## config.mk

```make
export PLATFORM = sky130hd
export DESIGN_NAME = instr_decode_flat
export DESIGN_NICKNAME = d
export VERILOG_FILES = /design/src/rtl/instr_decode_pkg.sv /design/src/rtl/instr_decode_if.sv /design/src/rtl/instr_decode_imm_gen.sv /design/src/rtl/instr_decode.sv /design/src/flat_wrapper.sv
export SDC_FILE = /design/constraint.sdc
export NUM_CORES = 1
export LEC_CHECK = 0
export BUFFER_PORTS_ARGS = -buffer_cell sky130_fd_sc_hd__buf_2
export CORE_ASPECT_RATIO = 1.2
export CORE_MARGIN = 1.5
export CORE_UTILIZATION = 55
export CTS_CLUSTER_DIAMETER = 80
export DETAILED_ROUTE_END_ITERATION = 8
export PLACE_DENSITY = 0.87
export SETUP_SLACK_MARGIN = 0.1
export SYNTH_ARGS = -nofsm -noshare
export SYNTH_HDL_FRONTEND = slang
export SYNTH_SLANG_ARGS = --single-unit
```

## constraint.sdc

```tcl
create_clock -name clk -period 7.6 [get_ports clk]
set_clock_uncertainty 0.2 [all_clocks]
set_input_delay 1.14 -clock clk [delete_from_list [all_inputs] [get_ports clk]]
set_output_delay 1.14 -clock clk [all_outputs]
set_load 0.01 [all_outputs]
```

## src/rtl/instr_decode_pkg.sv

```systemverilog
// Shared types for the RV32I decode stage: op classes, immediate formats,
// fetched/decoded bundles and the opcode classifier.
package instr_decode_pkg;

  localparam int WORD_W = 32;
  localparam int IDX_W  = 5;

  localparam logic [4:0] OPC_LOAD   = 5'b00000;
  localparam logic [4:0] OPC_OP_IMM = 5'b00100;
  localparam logic [4:0] OPC_AUIPC  = 5'b00101;
  localparam logic [4:0] OPC_STORE  = 5'b01000;
  localparam logic [4:0] OPC_OP     = 5'b01100;
  localparam logic [4:0] OPC_LUI    = 5'b01101;
  localparam logic [4:0] OPC_BRANCH = 5'b11000;
  localparam logic [4:0] OPC_JALR   = 5'b11001;
  localparam logic [4:0] OPC_JAL    = 5'b11011;
  localparam logic [4:0] OPC_SYSTEM = 5'b11100;

  // OP_NONE is zero so an illegal word decodes to op == 0.
  typedef enum logic [3:0] {
    OP_NONE      = 4'd0,
    INSTR_OP_IMM = 4'd1,
    INSTR_OP     = 4'd2,
    OP_LOAD      = 4'd3,
    OP_STORE     = 4'd4,
    OP_BRANCH    = 4'd5,
    OP_JAL       = 4'd6,
    OP_JALR      = 4'd7,
    OP_LUI       = 4'd8,
    OP_AUIPC     = 4'd9,
    OP_SYSTEM    = 4'd10
  } instr_op;

  typedef enum logic [2:0] {
    FMT_NONE, FMT_I, FMT_S, FMT_B, FMT_U, FMT_J, FMT_R
  } imm_fmt;

  typedef struct packed {
    logic [WORD_W-1:0] instr;
    logic [WORD_W-1:0] pc;
  } fetched_instr;

  typedef struct packed {
    instr_op           op;
    logic [IDX_W-1:0]  rd;
    logic [2:0]        funct3;
    logic [WORD_W-1:0] imm;
    logic [WORD_W-1:0] rs1_val;
    logic [WORD_W-1:0] rs2_val;
    logic [WORD_W-1:0] pc;
    logic              illegal;
  } decoded_instr;

  // Source indices ride along with a held entry so late write-backs can patch it.
  typedef struct packed {
    decoded_instr     d;
    logic [IDX_W-1:0] rs1_idx;
    logic [IDX_W-1:0] rs2_idx;
  } held_entry;

  typedef struct packed {
    instr_op op;
    imm_fmt  fmt;
  } op_class;

  function automatic op_class classify(input logic [WORD_W-1:0] instr);
    op_class c;
    c.op  = OP_NONE;
    c.fmt = FMT_NONE;
    if (instr[1:0] == 2'b11) begin
      case (instr[6:2])
        OPC_LOAD:   begin c.op = OP_LOAD;      c.fmt = FMT_I; end
        OPC_OP_IMM: begin c.op = INSTR_OP_IMM; c.fmt = FMT_I; end
        OPC_AUIPC:  begin c.op = OP_AUIPC;     c.fmt = FMT_U; end
        OPC_STORE:  begin c.op = OP_STORE;     c.fmt = FMT_S; end
        OPC_OP:     begin c.op = INSTR_OP;     c.fmt = FMT_R; end
        OPC_LUI:    begin c.op = OP_LUI;       c.fmt = FMT_U; end
        OPC_BRANCH: begin c.op = OP_BRANCH;    c.fmt = FMT_B; end
        OPC_JALR:   begin c.op = OP_JALR;      c.fmt = FMT_I; end
        OPC_JAL:    begin c.op = OP_JAL;       c.fmt = FMT_J; end
        OPC_SYSTEM: begin c.op = OP_SYSTEM;    c.fmt = FMT_I; end
        default:    ;
      endcase
    end
    return c;
  endfunction

endpackage

```

## src/rtl/instr_decode_if.sv

```systemverilog
// Decoupled channels into and out of the decode stage.
// Handshake: a beat transfers on a rising clk edge where valid && ready; once valid
// is raised it stays high and data stays put until that transfer (decoded data may
// only change through write-back operand bypass). ready may depend on valid.
interface fetched_if;
  logic                         valid;
  logic                         ready;
  instr_decode_pkg::fetched_instr data;

  modport master (output valid, output data, input ready);
  modport slave  (input valid, input data, output ready);
endinterface

interface decoded_if;
  logic                         valid;
  logic                         ready;
  instr_decode_pkg::decoded_instr data;

  modport master (output valid, output data, input ready);
  modport slave  (input valid, input data, output ready);
endinterface

```

## src/rtl/instr_decode_imm_gen.sv

```systemverilog
// Immediate generator: instruction word plus format select to a 32-bit immediate.
module instr_decode_imm_gen
  import instr_decode_pkg::*;
(
  input  logic [WORD_W-1:0] instr,
  input  imm_fmt            fmt,
  output logic [WORD_W-1:0] imm
);

  always_comb begin
    imm = '0;
    case (fmt)
      FMT_I: imm = {{20{instr[31]}}, instr[31:20]};
      FMT_S: imm = {{20{instr[31]}}, instr[31:25], instr[11:7]};
      FMT_B: imm = {{19{instr[31]}}, instr[31], instr[7], instr[30:25], instr[11:8], 1'b0};
      FMT_U: imm = {instr[31:12], 12'b0};
      FMT_J: imm = {{11{instr[31]}}, instr[31], instr[19:12], instr[20], instr[30:21], 1'b0};
      // Zero-extended so imm[11:5] carries funct7 for the exec units.
      FMT_R: imm = {20'b0, instr[31:20]};
      default: imm = '0;
    endcase
  end

endmodule

```

## src/rtl/instr_decode.sv

```systemverilog
// RV32I decode stage: classifies, extracts fields and reads operands, holding the
// result on a decoupled output. Build option DECODE_SKID_EN adds a skid entry.
module instr_decode
  import instr_decode_pkg::*;
#(
  parameter int XLEN      = 32,
  parameter int REG_IDX_W = 5
) (
  input  logic                 clk,
  input  logic                 rst,
  fetched_if.slave             fetched,
  decoded_if.master            decoded,
  output logic [REG_IDX_W-1:0] rf_rs1_idx,
  input  logic [XLEN-1:0]      rf_rs1_val,
  output logic [REG_IDX_W-1:0] rf_rs2_idx,
  input  logic [XLEN-1:0]      rf_rs2_val,
  input  logic                 wb_valid,
  input  logic [REG_IDX_W-1:0] wb_idx,
  input  logic [XLEN-1:0]      wb_val,
  input  logic                 flush
);

  logic [XLEN-1:0] word;
  op_class         cls;
  logic [XLEN-1:0] imm_raw;
  held_entry       incoming;
  held_entry       main_q;
  logic            main_valid_q;
  logic            accept;
  logic            out_fire;

  assign word       = fetched.data.instr;
  assign cls        = classify(word);
  assign rf_rs1_idx = word[19:15];
  assign rf_rs2_idx = word[24:20];

  instr_decode_imm_gen u_imm_gen (
    .instr (word),
    .fmt   (cls.fmt),
    .imm   (imm_raw)
  );

  // x0 always reads zero; a same-cycle write-back beats the stale regfile value.
  function automatic logic [XLEN-1:0] fwd(input logic [REG_IDX_W-1:0] idx,
                                          input logic [XLEN-1:0] cur);
    if (idx == '0) return '0;
    if (wb_valid && wb_idx == idx) return wb_val;
    return cur;
  endfunction

  function automatic held_entry hold(input held_entry e);
    held_entry r;
    r           = e;
    r.d.rs1_val = fwd(e.rs1_idx, e.d.rs1_val);
    r.d.rs2_val = fwd(e.rs2_idx, e.d.rs2_val);
    return r;
  endfunction

  always_comb begin
    incoming           = '0;
    incoming.rs1_idx   = word[19:15];
    incoming.rs2_idx   = word[24:20];
    incoming.d.illegal = (cls.op == OP_NONE);
    incoming.d.op      = cls.op;
    incoming.d.rd      = incoming.d.illegal ? '0 : word[11:7];
    incoming.d.funct3  = word[14:12];
    incoming.d.imm     = imm_raw;
    incoming.d.rs1_val = fwd(rf_rs1_idx, rf_rs1_val);
    incoming.d.rs2_val = fwd(rf_rs2_idx, rf_rs2_val);
    incoming.d.pc      = fetched.data.pc;
  end

  assign accept        = fetched.valid && fetched.ready;
  assign out_fire      = main_valid_q && decoded.ready;
  assign decoded.valid = main_valid_q;
  assign decoded.data  = main_q.d;

`ifdef DECODE_SKID_EN
  held_entry skid_q;
  logic      skid_valid_q;
  logic      ready_q;

  // ready_q mirrors "skid empty" one cycle ahead, so decoded.ready never reaches fetched.ready.
  assign fetched.ready = ready_q && !flush;

  always_ff @(posedge clk or posedge rst) begin
    if (rst) begin
      main_valid_q <= 1'b0;
      main_q       <= '0;
      skid_valid_q <= 1'b0;
      skid_q       <= '0;
      ready_q      <= 1'b0;
    end else if (flush) begin
      main_valid_q <= 1'b0;
      skid_valid_q <= 1'b0;
      ready_q      <= 1'b1;
    end else if (accept) begin
      if (!main_valid_q || out_fire) begin
        main_q       <= incoming;
        main_valid_q <= 1'b1;
        ready_q      <= 1'b1;
      end else begin
        skid_q       <= incoming;
        skid_valid_q <= 1'b1;
        main_q       <= hold(main_q);
        ready_q      <= 1'b0;
      end
    end else if (out_fire) begin
      if (skid_valid_q) begin
        main_q       <= hold(skid_q);
        skid_valid_q <= 1'b0;
      end else begin
        main_valid_q <= 1'b0;
      end
      ready_q <= 1'b1;
    end else begin
      if (main_valid_q) main_q <= hold(main_q);
      if (skid_valid_q) skid_q <= hold(skid_q);
      ready_q <= !skid_valid_q;
    end
  end
`else
  assign fetched.ready = !rst && !flush && (!main_valid_q || decoded.ready);

  always_ff @(posedge clk or posedge rst) begin
    if (rst) begin
      main_valid_q <= 1'b0;
      main_q       <= '0;
    end else if (flush) begin
      main_valid_q <= 1'b0;
    end else if (accept) begin
      main_q       <= incoming;
      main_valid_q <= 1'b1;
    end else if (out_fire) begin
      main_valid_q <= 1'b0;
    end else if (main_valid_q) begin
      main_q <= hold(main_q);
    end
  end
`endif

endmodule

```

## src/flat_wrapper.sv

```systemverilog
// flat-port wrapper written by rule: the top's interface ports become plain ports
module instr_decode_flat import instr_decode_pkg::*;
#(
  parameter int XLEN      = 32,
  parameter int REG_IDX_W = 5
)
  (clk, rst, rf_rs1_idx, rf_rs1_val, rf_rs2_idx, rf_rs2_val, wb_valid, wb_idx, wb_val, flush, fetched_valid, fetched_data, fetched_ready, decoded_valid, decoded_data, decoded_ready);
  fetched_if fetched_i ();
  decoded_if decoded_i ();
  input  logic clk;
  input  logic rst;
  output logic [REG_IDX_W-1:0] rf_rs1_idx;
  input  logic [XLEN-1:0] rf_rs1_val;
  output logic [REG_IDX_W-1:0] rf_rs2_idx;
  input  logic [XLEN-1:0] rf_rs2_val;
  input  logic wb_valid;
  input  logic [REG_IDX_W-1:0] wb_idx;
  input  logic [XLEN-1:0] wb_val;
  input  logic flush;
  input wire logic [$bits(fetched_i.valid)-1:0] fetched_valid;
  input wire logic [$bits(fetched_i.data)-1:0] fetched_data;
  output wire logic [$bits(fetched_i.ready)-1:0] fetched_ready;
  output wire logic [$bits(decoded_i.valid)-1:0] decoded_valid;
  output wire logic [$bits(decoded_i.data)-1:0] decoded_data;
  input wire logic [$bits(decoded_i.ready)-1:0] decoded_ready;
  assign fetched_i.valid = fetched_valid;
  assign fetched_i.data = fetched_data;
  assign fetched_ready = fetched_i.ready;
  assign decoded_valid = decoded_i.valid;
  assign decoded_data = decoded_i.data;
  assign decoded_i.ready = decoded_ready;
  instr_decode #(.XLEN(XLEN), .REG_IDX_W(REG_IDX_W)) u_core (.clk(clk), .rst(rst), .fetched(fetched_i), .decoded(decoded_i), .rf_rs1_idx(rf_rs1_idx), .rf_rs1_val(rf_rs1_val), .rf_rs2_idx(rf_rs2_idx), .rf_rs2_val(rf_rs2_val), .wb_valid(wb_valid), .wb_idx(wb_idx), .wb_val(wb_val), .flush(flush));
endmodule
```

; ---- Word level (Yosys, flattened, before mapping)
; Cells that the tools add are included.
[classes]
order_cmp = 0
bitwise_logic = 1
mul = 0
muxes = 54
eq_ne = 21
div_mod_pow = 0
n_addsub = 0
n_shift = 0
reduce_logical = 25
[op_table]
columns = operator, count
row1 = 2-to-1 mux 32 bit, 16
row2 = 2-to-1 mux 151 bit, 2
row3 = one-hot mux 32 bit (6 select lines), 1
row4 = 2-to-1 mux 107 bit, 1
row5 = one-hot mux 7 bit (10 select lines), 1
row6 = 2-to-1 mux 1 bit, 31
row7 = zero test 5 bit, 5
row8 = == test 5 bit, 4
row9 = "== test 5 bit, second input constant", 4
row10 = "== test 5 x 4 -> 1 bit, second input constant", 3
row11 = "== test 5 x 3 -> 1 bit, second input constant", 2
row12 = "== test 3 bit, second input constant", 3
row13 = nonzero test 3 bit, 3
row14 = logical AND 1 bit, 8
row15 = AND reduction 4 bit, 2
row16 = 2-to-1 mux 7 bit, 1
row17 = "== test 3 x 2 -> 1 bit, second input constant", 2
row18 = 2-to-1 mux 5 bit, 1
row19 = zero test 4 bit, 1
row20 = "== test 3 x 1 -> 1 bit, second input constant", 1
row21 = zero test 1 bit, 3
row22 = "== test 2 bit, second input constant", 1
row23 = "inequality test 2 x 1 -> 1 bit, second input constant", 1
row24 = AND reduction 2 bit, 1
row25 = 3 further kinds, 3
[totals]
latchBits = 0
wordCells = 112
n_memories = 0
rom_bits = 0
in_bits = 171
reg_bits = 152
ram_bits = 0
output_inout_bits = 153

; ---- Depth between registers and ports, before layout
[logic_depth]
ltp_word = 16
depth_mapped = 8
depth_no_buf = 5

; ---- Hierarchy
; Synthesis repeated with hierarchy kept, for this count alone.
[unflattened]
hier_cells = 1088
hier_area_um2 = 9571.7
[by_module_without_submodules]
columns = module, cells_each, area_per_inst_um2, seq_area_each_um2, n_inst
row1 = instr_decode, 1010, 8967.4, 3803.6, 1
row2 = instr_decode_imm_gen, 78, 604.3, 0.0, 1

; ---- Worst setup path after synthesis
; Ideal clock, no wire load.
[synth_path]
kind = input to output
startpoint = in rst
endpoint = out fetched_ready
required_time_ns = 6.260
t_arrival_ns = 1.441
path_buffers = 0
stages = 1
setup_slack_ns = 4.819
cell_sequence = nor3_1
[synth_between]
elab_chain_len = 3
[synth_rtl]
columns = item, line
row1 = "start, declared", flat_wrapper.sv:11  ; input logic rst;
row2 = zero test 1 bit, instr_decode.sv:123  ; assign fetched.ready = !rst && !flush && (!main_valid_q || decoded.ready);
row3 = logical AND 1 bit (2 in series), instr_decode.sv:123
row4 = "end, declared", flat_wrapper.sv:22  ; output wire logic [$bits(fetched_i.ready)-1:0] fetched_ready;
; Every way passes these cells.

; ---- Worst setup path in the final report
[layout_path]
startpoint = in rst
endpoint = reg u_core.main_q (netlist bit u_core.decoded.data[71])
[layout_between]
elab_chain_len = 6
elab_cells_between_ends = 9
cone_classes = eq/ne: 1 / mux: 1 / reduce/logical: 7
[layout_rtl]
columns = item, line
row1 = zero test 1 bit *, instr_decode.sv:123
row2 = logical AND 1 bit * (2 in series), instr_decode.sv:123
row3 = logical AND 1 bit *, instr_decode.sv:73  ; assign accept = fetched.valid && fetched.ready;
row4 = "inequality test 2 x 1 -> 1 bit (no line), or another cell as far along", n/a
row5 = AND reduction 4 bit (no line), n/a
row6 = "end signal, assigned", instr_decode.sv:132  ; main_q <= incoming;
row7 = "end signal, assigned", instr_decode.sv:137  ; main_q <= hold(main_q);
row8 = "end, declared", instr_decode.sv:27  ; held_entry main_q;
; Every way passes the cells marked *; elsewhere a longest branch is shown, timed or not.
; A chain may end at the register's enable or synchronous reset.

==> impl_metrics.ini <==
[synth]
syn_area_um2 = 9210
synthArstFlopShare_pct = 100
syn_nets = 1210
syn_inst = 1039
syn_area_per_cell_um2 = 8.86
synth_edf_count = 0
ys_types = 51
ys_seq_area_share_pct = 41.3
synth_warnings = 0
ys_ff_latch = 152
synth_ff_type = dfrtp_1

[grt]
grt_max_degree = 95
grt_pass1_vias = 7902
grt_usage_pct = 29.6
grt_pass1_wl_um = 40500
grt_remaining_overflow = 0
antenna_found_initial = 1

[timing]
worst_pin_slew_ns = 1.36
drv_slew = 0
hold_violations = 0
slew-limit-headroom_pct = 9.38
period_share_pct = 49.5
setup_viol = 0
rsz0062_at_grt = no
fin_setup_tns_ns = 0
finalCriticalPeriod_ns = 3.76
fin_ws_ns = 3.84
fmax_ghz = 0.266

[placed_design]
post_dp_cell_area_um2 = 9660
dp_hpwl_um = 18400
port_buffers = 323
gp_congestion = 0.915
place_inst = 1344
dpl_worst_slack_ns = 3.44

[power_and_ir_drop]
power_frac_comb_pct = 29.0
power_frac_clock_pct = 29.0
p_leak_nw = 4.80
switchingPower_uw = 964
vdd_drop_max_mv = 0.137
power.density_nw_per_um2 = 273
internal_power_mw = 1.82
p_seq_share_pct = 42.0
swShare_pct = 34.6

[die]
chipWidth_um = 121
die_h_um = 145
fp-row-count = 51
initial_core_util_pct = 56.4
io_pins = 324
core-area_um2 = 16300
die_area_um2 = 17500

[finish]
final_cell_mix = buf_2, nand2_1, dfrtp_1
stdcell_count = 1377
nNetsFinal = 1322
layout_commonest_cell = buf_2
drive_gt1_share_pct = 33.2
fin_area_um2 = 10200
fillCellCount = 1464
syn2layout_area_growth_pct = 10.9

[clock_tree]
ctsResizeCount = 0
cts_root_buf = clkbuf_16
clockBufferDepth = 2
numCtsBuffers = 17
cts_tree = done
cts_htree_levels = 4
post_cts_buffers = 0
clkSlewWorstSetupHoldPaths_ns = 0.06
clock_latency_ns = 0.42
cts_sinks = 152
holdBufCountCts = 0

[critical_path]
cp-start-kind = input pin
r2r_cells = 6
reg2reg_from = u_core.decoded.valid
critPathKind = in2reg
r2r-end = u_core.decoded.data[71]
crit_family = simple AND/OR/NAND/NOR gates
rrSetupSlack_ns = 4.26
slowest_delay_ns = 0.80
path_max_fanout = 78
critical_path_required_ns = 7.66
crit_path_end_kind = register
crit_arrival_ns = 3.82
cp.buffers_inverters = 2
path_cells = buf_2, nand2b_4, or3_4, buf_4, a21oi_4, or2_2, a31oi_1
cpMaxStageDelayCell = a21oi_4

[min_path]
min_from = u_core.decoded.data[22]
hold_path_depth = 2
min_to = u_core.decoded.data[22]
hold_path.class = reg2reg

[detailed_routing]
drt_wl_total_um = 26300
wl_per_cell_um = 19.1
ant_nets = 0
dr.pass1.iters = 5
vias = 8356
viasPerCell = 6.07
initialDrtViolationCount = 734
drc = 0

[status]
status = completed

[run]
cap_violations = 0
==> worst max-delay path by stage <==
| stage | start | to | slack (ns) | cells after the start |
|---|---|---|---|---|
| 6_report | rst | u_core.decoded.data[71] | 3.84 | 7 |
| 5_1_grt | rst | u_core.decoded.data[87] | 3.63 | 7 |
| 2_1_floorplan | rst | u_core.decoded.data[0] | 2.17 | 1 |
| 3_3_place_gp | rst | u_core.decoded.data[65] | 3.51 | 7 |
| 3_5_place_dp | rst | u_core.decoded.data[68] | 3.44 | 7 |
| 4_1_cts | rst | u_core.decoded.data[71] | 3.84 | 7 |
==> power by group through the flow <==
stage / clock (mW) / sequential (mW) / combinational, mW
floorplan: 0 / 1.13 / 0.767
global placement: 0 / 1.18 / 0.783
detailed placement: 0 / 1.18 / 0.811
CTS: 0.819 / 1.17 / 0.813
global route: 0.856 / 1.19 / 0.892
finish: 0.809 / 1.17 / 0.808
==> worst reg2reg max path, cell delays in order, from the launching register on <==
cell and delay, ns:
dfrtp_1 0.41, nor2b_4 0.16, or3_4 0.35, buf_4 0.34, a21oi_4 0.86, or2_2 0.66
a31oi_1 0.19
==> routing by layer <==
| metal | track usage [%] | up-vias | part of all wire (%) |
|---|---|---|---|
| li1 | - | 3811 | - |
| met1 | 36.8 | 3990 | 38 |
| met2 | 49.1 | 471 | 49 |
| met3 | 6.19 | 84 | 8.9 |
| met4 | 14.4 | 0 | 3.9 |
| met5 | 0 | - | 0 |
==> stage by stage <==
step / total power, mW / utilization [%] / hold WS (ns)
3_3_place_gp: 1.96 / 59.1 / 0.254
5_1_grt: 2.94 / 62.5 / 0.298
2_1_floorplan: 1.90 / - / 0.240
3_5_place_dp: 1.99 / 59.1 / 0.256
4_1_cts: 2.80 / 62.5 / 0.273
6_report: 2.79 / 62.5 / 0.269
==> registers in the layout, indices dropped and copies added (netlist names) <==
register / cells
u_core.main_q: 10
u_core.decoded.data: 141
u_core.decoded.valid: 1
==> cells in the mapped netlist (5+ instances only) <==
| cell type | number | share of area, % |
|---|---|---|
| o21ai_0 | 19 | 1.0 |
| nor3_1 | 71 | 3.9 |
| a21oi_1 | 15 | 0.82 |
| nand2_1 | 163 | 6.6 |
| xor2_1 | 8 | 0.76 |
| a22o_1 | 14 | 1.3 |
| nand3_1 | 68 | 3.7 |
| nor3b_1 | 54 | 4.4 |
| xnor2_1 | 13 | 1.2 |
| a22oi_1 | 6 | 0.49 |
| a32oi_1 | 65 | 6.2 |
| a221o_1 | 11 | 1.2 |
| buf_2 | 41 | 2.2 |
| and3_1 | 12 | 0.82 |
| buf_4 | 155 | 13 |
| dfrtp_1 | 152 | 41 |
| a31oi_1 | 64 | 4.3 |
| nor2_1 | 14 | 0.57 |
| clkbuf_1 | 36 | 1.5 |
| buf_1 | 5 | 0.20 |
==> cell type report <==
| cell class | count | area, µm² | area share [%] |
|---|---|---|---|
| Inverter | 4 | 20.0 | 0.196 |
| Timing Repair Buffer | 334 | 1700 | 16.6 |
| Clock inverter | 14 | 130 | 1.27 |
| Sequential cell | 152 | 3800 | 37.2 |
| Multi-Input combinational cell | 642 | 3870 | 37.9 |
| Antenna cell | 1 | 2.50 | 0.0245 |
| Tap cell | 212 | 265 | 2.60 |
| Clock buffer | 18 | 429 | 4.20 |
==> cell families after synthesis <==
| kind of cell | Yosys count | share of synthesized area (%) |
|---|---|---|
| mux | 1 | 0.109 |
| simple gates | 414 | 22.8 |
| buf+inv | 245 | 17.2 |
| compound gates | 206 | 16.6 |
| xor+xnor | 21 | 2.00 |
| flops | 152 | 41.3 |
Power figures use the tool's default switching activity.
